<file path="config.mk">
export PLATFORM = sky130hd
export DESIGN_NAME = cdc_fifo_mmio
export DESIGN_NICKNAME = d
export VERILOG_FILES = /design/src/rtl/cdc_fifo_pkg.sv /design/src/rtl/sync_fifo.sv /design/src/rtl/cdc_fifo_mmio.sv
export SDC_FILE = /design/constraint.sdc
export NUM_CORES = 1
export LEC_CHECK = 0
export CORE_ASPECT_RATIO = 1.1
export CORE_MARGIN = 1.5
export CORE_UTILIZATION = 64
export CTS_BUF_LIST = sky130_fd_sc_hd__clkbuf_4 sky130_fd_sc_hd__clkbuf_8 sky130_fd_sc_hd__clkbuf_16
export DETAILED_ROUTE_END_ITERATION = 7
export PLACE_DENSITY_LB_ADDON = 0.1
export RECOVER_POWER = 100
export SYNTH_ARGS = -nofsm -noshare
export SYNTH_HDL_FRONTEND = slang
export SYNTH_HIERARCHICAL = 1
export SYNTH_SLANG_ARGS = --single-unit
export TNS_END_PERCENT = 5
</file>
<file path="constraint.sdc">
create_clock -name clk_i -period 6.65 [get_ports clk_i]
set_clock_uncertainty 0.05 [all_clocks]
set_input_delay 0.665 -clock clk_i [delete_from_list [all_inputs] [get_ports clk_i]]
set_output_delay 0.665 -clock clk_i [all_outputs]
set_load 0.03 [all_outputs]
</file>
<file path="src/rtl/cdc_fifo_pkg.sv">
// rtl/cdc_fifo_pkg.sv - register map, bit positions and CTRL layout for cdc_fifo_mmio
package cdc_fifo_pkg;

    localparam logic [1:0] REG_DATA   = 2'd0;
    localparam logic [1:0] REG_STATUS = 2'd1;
    localparam logic [1:0] REG_CTRL   = 2'd2;

    localparam int DATA_VALID_BIT = 8;

    localparam int ST_RX_EMPTY = 0;
    localparam int ST_RX_FULL  = 1;
    localparam int ST_TX_EMPTY = 2;
    localparam int ST_TX_FULL  = 3;
    localparam int ST_TX_DROP  = 4;
    localparam int ST_RX_CNT   = 8;
    localparam int ST_TX_CNT   = 16;

    localparam int CT_RX_IRQ_EN = 0;
    localparam int CT_TX_IRQ_EN = 1;
    localparam int CT_RX_FLUSH  = 2;
    localparam int CT_TX_FLUSH  = 3;
    localparam int CT_RX_THRESH = 8;
    localparam int CT_TX_THRESH = 16;

    typedef struct packed {
        logic [7:0] tx_thresh;
        logic [7:0] rx_thresh;
        logic       tx_irq_en;
        logic       rx_irq_en;
    } ctrl_t;

    localparam ctrl_t CTRL_RESET = '{tx_thresh: 8'd0, rx_thresh: 8'd1,
                                     tx_irq_en: 1'b0, rx_irq_en: 1'b0};

endpackage

</file>
<file path="src/rtl/sync_fifo.sv">
// rtl/sync_fifo.sv - first-word-fall-through FIFO with flush, count, full and empty
module sync_fifo #(
    parameter int WIDTH = 8,
    parameter int DEPTH = 16
) (
    input  logic             clk_i,
    input  logic             rstn_i,
    input  logic             push_i,
    input  logic [WIDTH-1:0] wdata_i,
    input  logic             pop_i,
    input  logic             flush_i,
    output logic [WIDTH-1:0] rdata_o,
    output logic [7:0]       count_o,
    output logic             full_o,
    output logic             empty_o
);

    localparam int AW = $clog2(DEPTH);
    localparam logic [AW-1:0] PTR_ONE = 1;
    localparam logic [AW:0]   CNT_ONE = 1;
    localparam logic [AW:0]   CNT_MAX = DEPTH;

    logic [WIDTH-1:0] mem_q [DEPTH];
    logic [AW-1:0]    wr_ptr_q, wr_ptr_d;
    logic [AW-1:0]    rd_ptr_q, rd_ptr_d;
    logic [AW:0]      count_q, count_d;
    logic             push_ok, pop_ok;

    assign empty_o = (count_q == '0);
    assign full_o  = (count_q == CNT_MAX);
    assign pop_ok  = pop_i && !empty_o;
    // A pop in the same cycle frees the slot, so a push into a full FIFO still lands.
    assign push_ok = push_i && (!full_o || pop_ok);

    always_comb begin
        wr_ptr_d = wr_ptr_q;
        rd_ptr_d = rd_ptr_q;
        count_d  = count_q;
        if (flush_i) begin
            wr_ptr_d = '0;
            rd_ptr_d = '0;
            count_d  = '0;
        end else begin
            if (push_ok) wr_ptr_d = wr_ptr_q + PTR_ONE;
            if (pop_ok)  rd_ptr_d = rd_ptr_q + PTR_ONE;
            case ({push_ok, pop_ok})
                2'b10:   count_d = count_q + CNT_ONE;
                2'b01:   count_d = count_q - CNT_ONE;
                default: count_d = count_q;
            endcase
        end
    end

    always_ff @(posedge clk_i) begin
        if (!rstn_i) begin
            wr_ptr_q <= '0;
            rd_ptr_q <= '0;
            count_q  <= '0;
        end else begin
            wr_ptr_q <= wr_ptr_d;
            rd_ptr_q <= rd_ptr_d;
            count_q  <= count_d;
        end
    end

    always_ff @(posedge clk_i) begin
        if (push_ok && !flush_i) mem_q[wr_ptr_q] <= wdata_i;
    end

    assign rdata_o = mem_q[rd_ptr_q];
    assign count_o = 8'(count_q);

endmodule

</file>
<file path="src/rtl/cdc_fifo_mmio.sv">
// rtl/cdc_fifo_mmio.sv - 32-bit register front end for TX/RX byte FIFOs toward USB_CDC
module cdc_fifo_mmio
    import cdc_fifo_pkg::*;
#(
    parameter int TX_DEPTH = 16,
    parameter int RX_DEPTH = 16
) (
    input  logic        clk_i,
    input  logic        rstn_i,
    input  logic        sel_i,
    input  logic        read_i,
    input  logic        write_i,
    input  logic [1:0]  addr_i,
    input  logic [31:0] data_i,
    output logic [31:0] data_o,
    output logic        rx_irq_o,
    output logic        tx_irq_o,
    output logic [7:0]  in_data_o,
    output logic        in_valid_o,
    input  logic        in_ready_i,
    input  logic [7:0]  out_data_i,
    input  logic        out_valid_i,
    output logic        out_ready_o
);

    ctrl_t       ctrl_q, ctrl_d;
    logic        tx_drop_q, tx_drop_d;
    logic [31:0] rdata_q, rdata_d;
    logic        rx_irq_q, rx_irq_d;
    logic        tx_irq_q, tx_irq_d;

    logic        wr_en, rd_en;
    logic        tx_push, tx_pop, tx_flush, tx_full, tx_empty;
    logic        rx_push, rx_pop, rx_flush, rx_full, rx_empty;
    logic [7:0]  tx_count, rx_count, rx_rdata, rx_thresh_eff;
    logic        unused_data;

    assign unused_data = ^data_i[31:24];

    // Read together with write is treated as a write only.
    assign wr_en = sel_i && write_i;
    assign rd_en = sel_i && read_i && !write_i;

    assign tx_push  = wr_en && (addr_i == REG_DATA);
    assign tx_pop   = in_valid_o && in_ready_i;
    assign tx_flush = wr_en && (addr_i == REG_CTRL) && data_i[CT_TX_FLUSH];
    assign rx_push  = out_valid_i && out_ready_o;
    assign rx_pop   = rd_en && (addr_i == REG_DATA) && !rx_empty;
    assign rx_flush = wr_en && (addr_i == REG_CTRL) && data_i[CT_RX_FLUSH];

    sync_fifo #(.WIDTH(8), .DEPTH(TX_DEPTH)) u_tx_fifo (
        .clk_i   (clk_i),
        .rstn_i  (rstn_i),
        .push_i  (tx_push),
        .wdata_i (data_i[7:0]),
        .pop_i   (tx_pop),
        .flush_i (tx_flush),
        .rdata_o (in_data_o),
        .count_o (tx_count),
        .full_o  (tx_full),
        .empty_o (tx_empty)
    );

    sync_fifo #(.WIDTH(8), .DEPTH(RX_DEPTH)) u_rx_fifo (
        .clk_i   (clk_i),
        .rstn_i  (rstn_i),
        .push_i  (rx_push),
        .wdata_i (out_data_i),
        .pop_i   (rx_pop),
        .flush_i (rx_flush),
        .rdata_o (rx_rdata),
        .count_o (rx_count),
        .full_o  (rx_full),
        .empty_o (rx_empty)
    );

    assign in_valid_o  = !tx_empty;
    assign out_ready_o = !rx_full;

    always_comb begin
        ctrl_d    = ctrl_q;
        tx_drop_d = tx_drop_q;
        if (wr_en && (addr_i == REG_CTRL)) begin
            ctrl_d.rx_irq_en = data_i[CT_RX_IRQ_EN];
            ctrl_d.tx_irq_en = data_i[CT_TX_IRQ_EN];
            ctrl_d.rx_thresh = data_i[CT_RX_THRESH +: 8];
            ctrl_d.tx_thresh = data_i[CT_TX_THRESH +: 8];
        end
        if (wr_en && (addr_i == REG_STATUS) && data_i[ST_TX_DROP]) tx_drop_d = 1'b0;
        if (tx_push && tx_full && !tx_pop) tx_drop_d = 1'b1;
    end

    always_comb begin
        rdata_d = rdata_q;
        if (rd_en) begin
            rdata_d = '0;
            case (addr_i)
                REG_DATA: begin
                    if (!rx_empty) begin
                        rdata_d[7:0]           = rx_rdata;
                        rdata_d[DATA_VALID_BIT] = 1'b1;
                    end
                end
                REG_STATUS: begin
                    rdata_d[ST_RX_EMPTY]     = rx_empty;
                    rdata_d[ST_RX_FULL]      = rx_full;
                    rdata_d[ST_TX_EMPTY]     = tx_empty;
                    rdata_d[ST_TX_FULL]      = tx_full;
                    rdata_d[ST_TX_DROP]      = tx_drop_q;
                    rdata_d[ST_RX_CNT +: 8]  = rx_count;
                    rdata_d[ST_TX_CNT +: 8]  = tx_count;
                end
                REG_CTRL: begin
                    rdata_d[CT_RX_IRQ_EN]     = ctrl_q.rx_irq_en;
                    rdata_d[CT_TX_IRQ_EN]     = ctrl_q.tx_irq_en;
                    rdata_d[CT_RX_THRESH +: 8] = ctrl_q.rx_thresh;
                    rdata_d[CT_TX_THRESH +: 8] = ctrl_q.tx_thresh;
                end
                default: rdata_d = '0;
            endcase
        end
    end

    // A zero RX threshold behaves as one so the IRQ never fires on an empty FIFO.
    assign rx_thresh_eff = (ctrl_q.rx_thresh == 8'd0) ? 8'd1 : ctrl_q.rx_thresh;

    always_comb begin
        rx_irq_d = ctrl_q.rx_irq_en && (rx_count >= rx_thresh_eff);
        tx_irq_d = ctrl_q.tx_irq_en && (tx_count <= ctrl_q.tx_thresh);
    end

    always_ff @(posedge clk_i) begin
        if (!rstn_i) begin
            ctrl_q    <= CTRL_RESET;
            tx_drop_q <= 1'b0;
            rdata_q   <= '0;
            rx_irq_q  <= 1'b0;
            tx_irq_q  <= 1'b0;
        end else begin
            ctrl_q    <= ctrl_d;
            tx_drop_q <= tx_drop_d;
            rdata_q   <= rdata_d;
            rx_irq_q  <= rx_irq_d;
            tx_irq_q  <= tx_irq_d;
        end
    end

    assign data_o   = rdata_q;
    assign rx_irq_o = rx_irq_q;
    assign tx_irq_o = tx_irq_q;

endmodule

</file>
==> results of run 1 <==
[sequential cells by signal, indices dropped and copies added, names as in the netlist, named ones only]
signal              flops
tx_drop_q               1
u_tx_fifo/wr_ptr_q      4
u_rx_fifo/rd_ptr_q      4
ctrl_q                 18
u_rx_fifo/count_q       5
rx_irq_o                1
data_o                 24
u_tx_fifo/count_q       5
u_tx_fifo/mem_q       128
u_tx_fifo/rd_ptr_q      4
u_rx_fifo/mem_q       128
u_rx_fifo/wr_ptr_q      4
tx_irq_o                1
[per-stage QoR]
step,total power [mW],instance area (um^2),setup slack [ns]
2_1_floorplan,2.56,14300,3.34
3_3_place_gp,2.65,15100,2.14
3_5_place_dp,2.66,15100,2.03
4_1_cts,4.51,16300,2.56
5_1_grt,4.62,16200,1.94
6_report,4.47,16200,2.27
[worst paths after layout]
path	startpoint	endpoint	slack, ns	cells past startpoint
worst max-delay path	addr_i[0]	u_rx_fifo/count_q[4]	2.27	13
worst max register to register	u_rx_fifo/count_q[0]	u_rx_fifo/count_q[4]	2.40	12
worst min register to register	data_o[18]	data_o[18]	0.41	2
worst min-delay path	data_o[18]	data_o[18]	0.41	2
[layer usage]
metal / up-vias / routed length (um)
met4: 0 / 897
met5: - / 0
met3: 49 / 1440
li1: 3805 / -
met1: 4184 / 11900
met2: 270 / 15200
[cells in the final DEF, fill, tap and decap left out, drive strengths merged, types with 5 or more instances in the layout]
cell / instances
nand2: 88
a22oi: 36
or4: 5
xor2: 7
ha: 36
and2: 5
dlygate4sd3: 53
nor2: 79
conb: 14
xnor2: 5
clkinv: 18
o211ai: 7
mux2i: 5
a22o: 15
a21oi: 11
mux4: 64
nand2b: 5
inv: 35
nand3: 29
nand4: 10
edfxtp: 256
a21boi: 37
clkdlybuf4s50: 23
clkbuf: 42
o21ai: 18
dfxtp: 79
nor2b: 20
a211oi: 7
[worst reg2reg max path: cells and delay by family, from the launching register on]
family / cells / cell delay (ns)
flip-flops: 1 / 0.48
buffers and inverters: 1 / 0.27
adder cells (fa/ha/maj): 1 / 0.30
AO/OA/AOI/OAI: 2 / 0.37
AND/OR/NAND/NOR: 8 / 2.74
[logic make-up (layout without fill, tap and decap cells)]
group | after synthesis | in the layout | synth area share, %
adders and majority gates | 38 | 38 | 3.44
and+or+nand+nor | 262 | 262 | 8.67
AOI/OAI and AO/OA | 154 | 154 | 8.28
DFF | 335 | 335 | 64.9
muxes | 71 | 71 | 10.6
buffers and inverters | 96 | 178 | 3.26
other | 3 | 14 | 0.0789
xor gates and xnor gates | 12 | 12 | 0.736
[power breakdown]
part           switching [mW]  internal (mW)  leakage (nW)  total [mW]
sequential             0.0244           2.28          2.95        2.30
clock                   0.766           1.09         0.552        1.86
combinational           0.194          0.118          1.98       0.312
total                   0.984           3.48          5.48        4.47
[cell type report]
type                       instances  area [um^2]  share of cell area (%)
timing repair buffer              81          791                    4.87
clock buffer                      40          931                    5.73
clock inverter                    23          181                    1.12
sequential                       335         9270                    57.1
inverter                          34          128                   0.786
tap                              295          369                    2.27
multi-input combinational        551         4570                    28.1
==> flow_summary.toml, run 1 <==
[status]
status = "finished, violations left"
failed_checks = "capacitance limit, slew limit"

[worst_setup_path]
slowest_stage = "or4_2"
crit_family = "simple AND/OR/NAND/NOR gates"
crit_buf_inv = 3
cp_data_arrival_time_ns = 4.78
cp_cell_sequence = "dlygate4sd3_1 > inv_1 > ha_1 > nor2b_1 > nor2b_1 > nor2b_1 > o21ai_0 > inv_1 > ha_1 > nor2_1 > a21oi_1 > or4_2 > nand3_1"
startpoint_type = "input pin"
cp-end-kind = "flop"
cp_max_fo = 9
required_ns = 7.05
cpPeakStageDelay_ns = 0.61
criticalPathCategory = "input pin to flop"
cp_common_cell = "nor2b_1"

[die]
num_io_pins = 93
die_width_um = 145
die_height_um = 160
rows = 57
coreArea_um2 = 22000
die-area_um2 = 23200
start_util_pct = 65.0

[route]
drt_wl_total_um = 29400
drcViolationCount = 0
wl_per_cell_um = 21.6
drtAntennaViolNets = 0
vias_per_cell = 6.11
first_pass_iters = 6
drt_iter0_drc = 483
vias = 8308

[yosys]
synth_top_area_cell = "edfxtp_1"
synth-edff-count = 256
ys_top_cells_by_count = "256 x edfxtp_1, 88 x nand2_1, 79 x dfxtp_1"
synthDominantCellAreaShare_pct = 53.9
ys_seq_area_share_pct = 64.9
yosys_warnings = 6
synth_cell_type_count = 65
synth-seq-cells = 335
synth_area_per_cell_um2 = 14.7
synth.most_common_cell = "edfxtp_1"
synth.area.top_cells = "edfxtp_1 54%, dfxtp_1 11%, mux4_2 10%, ha_1 3.2%, nand2_1 2.3%"
synthCells = 971
ys_dominant_reg_cell = "edfxtp_1"
syn_area_um2 = 14300
async_flop_share_pct = 0

[cells_and_area]
nets = 1125
syn2layout_area_growth_pct = 13.8
antenna_cells = 0
finalCoreUtilization_pct = 73.9
drive_above_1_share_pct = 13.5
fill_cells = 1439
finalNonFillerCells = 1359

[sta]
setup_viol = 0
final.min_clock_period_ns = 4.38
fmax_ghz = 0.228
grt_setup_unrepaired = "false"
maxSlewHeadroom_pct = -33.1
slew_viol_final = 53
finalHoldViolCount = 0
setup_tns_ns = 0
tightest_slew_ns = 2.00
fin_crit_sh_pct = 65.8
hold_slack_ns = 0.415

[grt]
grt_pass1_wl_um = 46000
grt_use_met3_pct = 3.31
met1_usage_pct = 35.6
overflow = 0
met2_usage_pct = 43.9
grt.busiest_layer = "met2"
track_usage_pct = 26.1
antenna_found_initial = 0
grt_max_degree = 53
grt_pass1_vias = 8342

[clock_network]
numCtsBuffers = 35
cts_tree = "done"
cts_hold_buf = 0
cts-root-buf = "clkbuf_16"
cts_setup_buffers = 0
clock-sinks = 335
cts.path.max_buffers = 3
clkSlewWorstSetupHoldPaths_ns = 0.06
htree_num_levels = 2
ctsResizeCount = 0
clock_latency_ns = 0.52

[power]
power_density_nw_per_um2 = 275
p_leak_nw = 5.48
peakVddDrop_uv = 201

[job]
cap_violations = 1

[place]
routabilityCongestion = 0.824
hpwl_um = 18500
place_inst = 1296
io_buffers = 76

[worst_hold_path]
hold_path.class = "flop to flop"
Note: power is estimated with default switching activity, not from simulation.
==> inputs of run 2 (changes only) <==
--- a/config.mk
+++ b/config.mk
@@ -7,7 +7,7 @@
 export LEC_CHECK = 0
 export CORE_ASPECT_RATIO = 1.1
 export CORE_MARGIN = 1.5
-export CORE_UTILIZATION = 64
+export CORE_UTILIZATION = 59
 export CTS_BUF_LIST = sky130_fd_sc_hd__clkbuf_4 sky130_fd_sc_hd__clkbuf_8 sky130_fd_sc_hd__clkbuf_16
 export DETAILED_ROUTE_END_ITERATION = 7
 export PLACE_DENSITY_LB_ADDON = 0.1
==> constraint.sdc (replaced) <==
create_clock -name clk_i -period 4.2 [get_ports clk_i]
set_clock_uncertainty 0.05 [all_clocks]
set_input_delay 0.42 -clock clk_i [delete_from_list [all_inputs] [get_ports clk_i]]
set_output_delay 0.42 -clock clk_i [all_outputs]
set_load 0.03 [all_outputs]
==> flow_summary.toml, run 2 (synthesis gave the netlist of run 1 again) <==
[status]
status = "finished, violations left"
failed_checks = "capacitance limit, slew limit"

[die]
start_util_pct = 60.2
die_height_um = 166
coreArea_um2 = 23700
num_io_pins = 93
die-area_um2 = 25100
die_width_um = 151
rows = 59

[power]
switchingPower_mw = 1.54
totalPowerFinal_mw = 7.04
power_frac_comb_pct = 6.9
clkPwrFrac_pct = 41.4
peakVddDrop_uv = 425
seqPwrFrac_pct = 51.7
sw_frac_of_total_pct = 21.9
p_leak_nw = 5.54
internal_power_mw = 5.50
power_density_nw_per_um2 = 430

[clock_network]
cts-root-buf = "clkbuf_16"
cts_tree = "done"
cts.path.max_buffers = 3
clkSlewWorstSetupHoldPaths_ns = 0.06
ctsResizeCount = 0
numCtsBuffers = 34
cts_hold_buf = 0
clock-sinks = 335
cts_setup_buffers = 0
clock_latency_ns = 0.52
htree_num_levels = 2

[cells_and_area]
syn2layout_area_growth_pct = 14.5
fin_area_um2 = 16300
seqCellArea_um2 = 9270
antenna_cells = 0
drive_above_1_share_pct = 13.0
finalNonFillerCells = 1398
fill_cells = 1680
finalCoreUtilization_pct = 69.0
nets = 1154
mostFrequentLayoutCell = "edfxtp_1"
most-common-layout-cells = "256 x edfxtp_1, 88 x nand2_1, 78 x dfxtp_1, 77 x nor2_1, 64 x mux4_2"
multi_input_area_um2 = 4540

[route]
first_pass_iters = 5
drcViolationCount = 0
wl_met3_um = 1480
route.met2.wl_um = 15000
wl_met1_um = 11700
drt_wl_total_um = 29000
wl_per_cell_um = 20.7
vias = 8167
vias_per_cell = 5.84
drt_iter0_drc = 479
highest_layer = "met4"
drtAntennaViolNets = 0

[worst_hold_path]
hold_path.class = "flop to flop"
hp-start = "data_o[5]"

[sta]
setup_viol = 0
worst_slack_ns = 0.553
maxSlewHeadroom_pct = -11.0
fmax_ghz = 0.274
tightest_slew_ns = 1.67
slew_viol_final = 46
grt_setup_unrepaired = "false"
hold_slack_ns = 0.399
finalHoldViolCount = 0
final.min_clock_period_ns = 3.65
setup_tns_ns = 0
fin_crit_sh_pct = 86.8

[worst_setup_path]
cpPeakStageDelay_ns = 0.73
cp_data_arrival_time_ns = 3.99
cp_max_fo = 9
cp_cell_sequence = "or4_1 > nor2_1 > nor2b_1 > clkbuf_1 > nor2b_1 > o21ai_0 > inv_2 > ha_1 > nand2b_1 > a21o_1 > a2111o_1 > a211o_1"
criticalPathCategory = "flop to flop"
required_ns = 4.55
crit_family = "simple AND/OR/NAND/NOR gates"
r2r-start = "u_tx_fifo/count_q[0]"
cp-startpoint = "u_tx_fifo/count_q[0]"
cp-end-kind = "flop"
cp_common_cell = "nor2b_1"
crit_buf_inv = 2
startpoint_type = "flop"
slowest_stage = "or4_1"

[place]
io_buffers = 76
hpwl_um = 19300
placed_area_um2 = 15400
routabilityCongestion = 0.811
place_worst_setup_slack_ns = 0.695
place_inst = 1336

[job]
cap_violations = 1

[grt]
overflow = 0
grt_pass1_vias = 8142
antenna_found_initial = 0
grt_pass1_wl_um = 44900
grt_max_degree = 46
track_usage_pct = 24.0
-- run 2: changes by cell type in the layout (fill, tap and decap cells not counted), sizes merged --
cell,delta
clkdlybuf4s50,+1
inv,+1
clkinvlp,-1
clkinv,-2
clkbuf,+23
buf,+8
dlygate4sd3,-1
-- run 2: path summary, 6_finish.rpt --
path	slack, ns	cells after the start	endpoint
min reg2reg	0.40	2	data_o[5]
max reg2reg	0.55	12	u_tx_fifo/count_q[4]
max	0.55	12	u_tx_fifo/count_q[4]
min	0.40	2	data_o[5]
-- run 2: area by class of cell --
| class | count | share of cell area, % |
|---|---|---|
| multi-input cells | 551 | 27.7 |
| repair buffers | 111 | 5.79 |
| clock buffers | 41 | 5.63 |
| inverters | 34 | 0.781 |
| flip-flops and latches | 335 | 56.7 |
| well taps | 305 | 2.33 |
| clock inverters | 21 | 1.02 |
-- run 2: power by group through the flow --
stage	Combinational (mW)	Clock [mW]	Sequential [mW]
3_3_place_gp	0.500	0	3.71
5_1_grt	0.536	3.10	3.64
3_5_place_dp	0.509	0	3.71
2_1_floorplan	0.347	0	3.70
4_1_cts	0.512	2.97	3.64
6_report	0.486	2.91	3.64
-- run 2: metal layers --
metal	track usage, %	vias up
met5	0	-
met4	8.10	0
met3	3.85	51
met2	40.3	215
met1	31.8	4043
li1	-	3858
-- run 2: tightest hold or removal path, delay by kind of cell, from the launching register on --
family	cells	cell delay (ns)
AOI/OAI and AO/OA	1	0.05
DFF	1	0.30
and+or+nand+nor	1	0.05
